==> config.mk <==
export PLATFORM = sky130hd
export DESIGN_NAME = dff_row_sched
export DESIGN_NICKNAME = d
export VERILOG_FILES = /design/src/rtl/dff_row_sched.sv
export SDC_FILE = /design/constraint.sdc
export NUM_CORES = 1
export LEC_CHECK = 0
export CAP_MARGIN = 20
export CORE_MARGIN = 8
export CORE_UTILIZATION = 43
export DETAILED_ROUTE_END_ITERATION = 10
export GPL_TIMING_DRIVEN = 1
export MAX_ROUTING_LAYER = met4
export PLACE_DENSITY_LB_ADDON = 0.05
export SYNTH_ARGS = -nofsm -noshare
export SYNTH_HDL_FRONTEND = slang
export SYNTH_SLANG_ARGS = --single-unit
==> constraint.sdc <==
create_clock -name Clk -period 1.75 [get_ports Clk]
set_input_delay 0.175 -clock Clk [delete_from_list [all_inputs] [get_ports Clk]]
set_output_delay 0.175 -clock Clk [all_outputs]
set_load 0.01 [all_outputs]
==> src/rtl/dff_row_sched.sv <==
// Purpose: shares one register-bank write port between requesters A/B (round-robin on ties) and runs a row-by-row clear sweep.
// Latency: Req/ClrReq sampled at edge n drive Gnt/RowEn/_RowClr in cycle n..n+1; all outputs are registered.
// Backpressure: requesters hold Req/Addr/Data until their Gnt pulse; ClrReq is held until ClrAck; writes wait out a sweep.
module dff_row_sched #(
   parameter int WIDTH = 8,
   parameter int DEPTH = 8,
   parameter int AW    = 3
) (
   input  logic             Clk,
   input  logic             _Rst,
   input  logic             ReqA,
   input  logic [AW-1:0]    AddrA,
   input  logic [WIDTH-1:0] DataA,
   output logic             GntA,
   input  logic             ReqB,
   input  logic [AW-1:0]    AddrB,
   input  logic [WIDTH-1:0] DataB,
   output logic             GntB,
   input  logic             ClrReq,
   output logic             ClrAck,
   output logic [DEPTH-1:0] RowEn,
   output logic [WIDTH-1:0] RowD,
   output logic             _RowClr,
   output logic             Busy
);

   typedef enum logic [1:0] {
      ST_IDLE  = 2'd0,
      ST_WRITE = 2'd1,
      ST_SWEEP = 2'd2,
      ST_DONE  = 2'd3
   } state_t;

   localparam logic [AW-1:0] LAST_ROW = AW'(DEPTH - 1);

   state_t           state_q,     state_d;
   logic [AW-1:0]    ptr_q,       ptr_d;
   // 1: B was the winner of the most recent tie, so A wins the next one
   logic             last_b_q,    last_b_d;
   logic             gnt_a_q,     gnt_a_d;
   logic             gnt_b_q,     gnt_b_d;
   logic             clr_ack_q,   clr_ack_d;
   logic             busy_q,      busy_d;
   logic             row_clr_n_q, row_clr_n_d;
   logic [DEPTH-1:0] row_en_q,    row_en_d;
   logic [WIDTH-1:0] row_d_q,     row_d_d;

   // One-hot row select; an address at or beyond DEPTH selects nothing, which drops the write.
   function automatic logic [DEPTH-1:0] row_sel(input logic [AW-1:0] addr);
      logic [DEPTH-1:0] sel;
      sel = '0;
      for (int i = 0; i < DEPTH; i++) begin
         if (addr == AW'(i)) begin
            sel[i] = 1'b1;
         end
      end
      return sel;
   endfunction

   // Next-state and next-output decode: arbitration in IDLE/WRITE, row walk in SWEEP, single ack in DONE.
   always_comb begin
      state_d     = state_q;
      ptr_d       = ptr_q;
      last_b_d    = last_b_q;
      gnt_a_d     = 1'b0;
      gnt_b_d     = 1'b0;
      clr_ack_d   = 1'b0;
      busy_d      = 1'b0;
      row_clr_n_d = 1'b1;
      row_en_d    = '0;
      row_d_d     = '0;
      case (state_q)
         ST_SWEEP: begin
            busy_d = 1'b1;
            if (ptr_q == LAST_ROW) begin
               state_d   = ST_DONE;
               ptr_d     = '0;
               clr_ack_d = 1'b1;
            end else begin
               state_d     = ST_SWEEP;
               ptr_d       = ptr_q + AW'(1);
               row_en_d    = row_sel(ptr_q + AW'(1));
               row_clr_n_d = 1'b0;
            end
         end
         ST_DONE: begin
            // Always pass through IDLE; ClrReq is still high at this edge.
            state_d = ST_IDLE;
         end
         default: begin
            if (ClrReq) begin
               state_d     = ST_SWEEP;
               ptr_d       = '0;
               row_en_d    = row_sel('0);
               row_clr_n_d = 1'b0;
               busy_d      = 1'b1;
            end else if (ReqA && (!ReqB || last_b_q)) begin
               state_d  = ST_WRITE;
               gnt_a_d  = 1'b1;
               row_en_d = row_sel(AddrA);
               row_d_d  = DataA;
               if (ReqB) begin
                  last_b_d = 1'b0;
               end
            end else if (ReqB) begin
               state_d  = ST_WRITE;
               gnt_b_d  = 1'b1;
               row_en_d = row_sel(AddrB);
               row_d_d  = DataB;
               if (ReqA) begin
                  last_b_d = 1'b1;
               end
            end else begin
               state_d = ST_IDLE;
            end
         end
      endcase
   end

   // State, sweep pointer, tie history and all registered outputs; reset aborts any write or sweep.
   always_ff @(posedge Clk or negedge _Rst) begin
      if (!_Rst) begin
         state_q     <= ST_IDLE;
         ptr_q       <= '0;
         last_b_q    <= 1'b1;
         gnt_a_q     <= 1'b0;
         gnt_b_q     <= 1'b0;
         clr_ack_q   <= 1'b0;
         busy_q      <= 1'b0;
         row_clr_n_q <= 1'b1;
         row_en_q    <= '0;
         row_d_q     <= '0;
      end else begin
         state_q     <= state_d;
         ptr_q       <= ptr_d;
         last_b_q    <= last_b_d;
         gnt_a_q     <= gnt_a_d;
         gnt_b_q     <= gnt_b_d;
         clr_ack_q   <= clr_ack_d;
         busy_q      <= busy_d;
         row_clr_n_q <= row_clr_n_d;
         row_en_q    <= row_en_d;
         row_d_q     <= row_d_d;
      end
   end

   assign GntA    = gnt_a_q;
   assign GntB    = gnt_b_q;
   assign ClrAck  = clr_ack_q;
   assign Busy    = busy_q;
   assign _RowClr = row_clr_n_q;
   assign RowEn   = row_en_q;
   assign RowD    = row_d_q;

endmodule

==> results of run 1 <==
==> per-stage QoR <==
stage,setup slack (ns),hold WS (ns)
5_1_grt,0.0361,0.250
4_1_cts,0.0508,0.227
2_1_floorplan,0.270,-0.121
6_report,0.136,0.221
3_5_place_dp,0.0758,0.532
3_3_place_gp,0.172,0.523
==> timing repair <==
action | CTS | global route
resized for setup | 0 | 1
endpoints found under the setup margin | 0 | 2
setup buffers | 0 | 0
==> sequential cells by signal, indices dropped and copies added (netlist names) <==
| signal | flops |
|---|---|
| Busy | 1 |
| RowEn | 8 |
| GntB | 1 |
| _RowClr | 1 |
| RowD | 8 |
| state_q | 1 |
| GntA | 1 |
| last_b_q | 1 |
| ClrAck | 1 |
| ptr_q | 3 |
==> cell type report <==
cell class | count | area (µm²) | area share [%]
timing repair buffer | 50 | 493 | 27.7
clock buffer | 4 | 36.3 | 2.04
tap | 31 | 38.8 | 2.18
sequential | 26 | 653 | 36.7
inverter | 3 | 11.3 | 0.632
multi-input combinational | 69 | 549 | 30.8
==> per-layer routing <==
metal	GRT usage [%]	vias up	share of wire (%)
li1	-	475	-
met2	22.0	42	48
met1	16.6	486	46
met4	2.68	0	1.1
met5	-	-	0
met3	3.43	7	5.2
==> placed cells by master, fill, tap and decap left out, drive strengths merged, types with 3 or more instances in the layout <==
cell | Yosys | final
nand2 | 12 | 12
o221ai | 6 | 6
nand3b | 4 | 4
buf | 4 | 3
ha | 7 | 7
clkdlybuf4s50 | 0 | 47
inv | 3 | 3
dfrtp | 24 | 24
nand3 | 3 | 3
a22o | 10 | 10
clkbuf | 0 | 4
nand2b | 3 | 3
==> power breakdown <==
part / switching, mW / internal, mW
combinational: 0.496 / 0.589
sequential: 0.117 / 0.785
clock: 0.171 / 0.127
==> worst register-to-register path, cell delays in order, from the launching register on <==
cell and delay (ns):
dfrtp_1 0.46, ha_1 0.23, ha_1 0.25, nor4b_4 0.38
nand2_1 0.10, o311ai_1 0.10
==> cell families after synthesis <==
group	Yosys count	synth area share [%]
AO/OA/AOI/OAI	23	15.5
multiplexers	2	1.81
XOR/XNOR	1	0.704
AND/OR/NAND/NOR	36	18.4
flip-flops	26	52.5
buffers and inverters	7	4.02
adder cells (fa/ha/maj)	7	7.04
==> worst max path at each step <==
stage / slack, ns / depth (start not counted) / start / to
after global routing: 0.04 / 4 / ptr_q[1]$_DFFE_PN0P_ / ptr_q[0]$_DFFE_PN0P_
after global placement: 0.17 / 5 / ptr_q[0]$_DFFE_PN0P_ / RowEn[0]$_DFF_PN0_
final: 0.14 / 5 / ptr_q[1]$_DFFE_PN0P_ / RowEn[0]$_DFF_PN0_
after detailed placement: 0.08 / 5 / ptr_q[0]$_DFFE_PN0P_ / RowEn[0]$_DFF_PN0_
after CTS: 0.05 / 5 / ptr_q[0]$_DFFE_PN0P_ / RowEn[0]$_DFF_PN0_
after floorplan: 0.27 / 4 / ptr_q[0]$_DFFE_PN0P_ / ptr_q[0]$_DFFE_PN0P_
==> results by group, run 1 <==
Worst setup path
  – Worst-path cell chain: ha_1, ha_1, nor4b_4, nand2_1, o311ai_1
  – Reg-to-Reg Start: ptr_q[1]$_DFFE_PN0P_
  – Nature of the critical path endpoint: flop
  – Crit path buffers/inverters: 0
  – Crit path largest cell delay: 0.46 ns
  – Worst-path fanout max: 6
  – Setup CP Type: flop to flop
  – Most Frequent Cell on Critical Path: ha_1
  – Crit-path slowest cell: dfrtp_1
  – Worst R2R End: RowEn[0]$_DFF_PN0_
  – Worst EP required: 1.96 ns
  – Worst Path Arrival: 1.83 ns
  – CP top delay family: adder cells
  – Startpoint Class: flop
  – Reg2Reg Setup Slack: 0.14 ns
  – Reg2reg path depth: 5

Logic synthesis
  – Yosys warning count: 0
  – Post-synth top cells: dfrtp_1 (24), nand2_1 (12), a22o_1 (10), ha_1 (7), o221ai_1 (6)
  – Synth top area share: 48.3%
  – Synth Register Bits: 26
  – Area contributors post-synth: dfrtp_1 (48%), a22o_1 (7.0%), ha_1 (7.0%)
  – Library cells used by synthesis: 33
  – Mapped Avg Cell Area: 12.2 µm²
  – Post-synth ARST share: 100%
  – Top-count cell post-synth: dfrtp_1
  – Seq/Total Area, Yosys: 52.5%
  – Synth Net Count: 136
  – Post-Syn Area: 1240 µm²
  – Post-Synthesis Cells: 102
  – Number of flops mapped to enable cells by yosys: 0
  – Main synth FF type: dfrtp_1
  – Post-synth top area cell: dfrtp_1

Die
  – Total die area: 4870 µm²
  – Die Y: 69.8 µm
  – Ports: 48
  – Initial Util: 45.1%
  – Rows: 19
  – Die W: 69.8 µm
  – Core ar.: 2760 µm²

Clocking
  – CTS tree: yes
  – Maximum level of the CTS H-tree: 1
  – Num Clock Sinks: 26
  – CTS Hold Bufs: 0
  – Root Buffer: clkbuf_4
  – Clock buffer depth: 2
  – Clk_lat worst skew: 0.31 ns
  – CTS clk-pin slew, worst paths: 0.13 ns
  – CTS buffer count: 3

Timing
  – Slew Viols, Final: 0
  – Tmin final: 1.61 ns
  – Max-slew headroom: 78.2%
  – Setup_tns: 0 ns
  – Unrepaired setup endpoints after global routing: false
  – Worst-margin pin slew: 0.326 ns
  – Final Skew: 0.00450 ns
  – Period utilisation layout: 92.2%
  – Fmax: 619 MHz
  – Fin. Hold Viols: 0
  – Final setup fails: 0

Route
  – Post-DR wirelength/cell: 17.6 µm
  – Via count: 1010
  – Initial DRC count: 54
  – Routed Antenna Nets: 0
  – # DRC: 0
  – DR pass1 iterations: 5
  – DRT Wirelength: 3220 µm
  – DR vias/cell: 5.52

Finish
  – Fin area: 1780 µm²
  – Synthesis-to-layout area growth: 43.3%
  – Final core utilization: 64.6%
  – Antenna diodes: 0
  – Nets: 187
  – Share of layout cells above drive strength 1: 13.2%
  – Final Non-Filler Cells: 183
  – Fill cells: 222

Global route
  – Vias in the first global route: 1085
  – Global-route wire length before repair: 5300 µm
  – Gr usage total: 13.5%
  – Antenna violations before repair: 0
  – Largest net degree at the start of global routing: 27
  – GR Overflow Total: 0

Status
  – Outcome: finished, final reports clean

Hold path
  – Hold Path Class: input pin to asynchronous set/reset pin

Placement
  – Number of placed instances, taps included: 179
  – Port Buf Inserts: 47
  – GP Congestion: 0.901
  – Dpl cell area: 1740 µm²
  – Placed wire-length estimate: 2440 µm

Pwr
  – Max rail drop VDD: 0.000862 V
  – Pwr Total: 2.29 mW
  – Pwr dens: 1280 nW/µm²
  – P_leak: 0.791 nW

Job
  – # Max-Cap Violations: 0
Note: power is estimated with default switching activity, not from simulation.
==> inputs of run 2 (changes only) <==
Settings changed: SKIP_LAST_GASP set to 1.
==> results of run 2 <==
Final layout, timing and power as in run 1 (identical DEF).
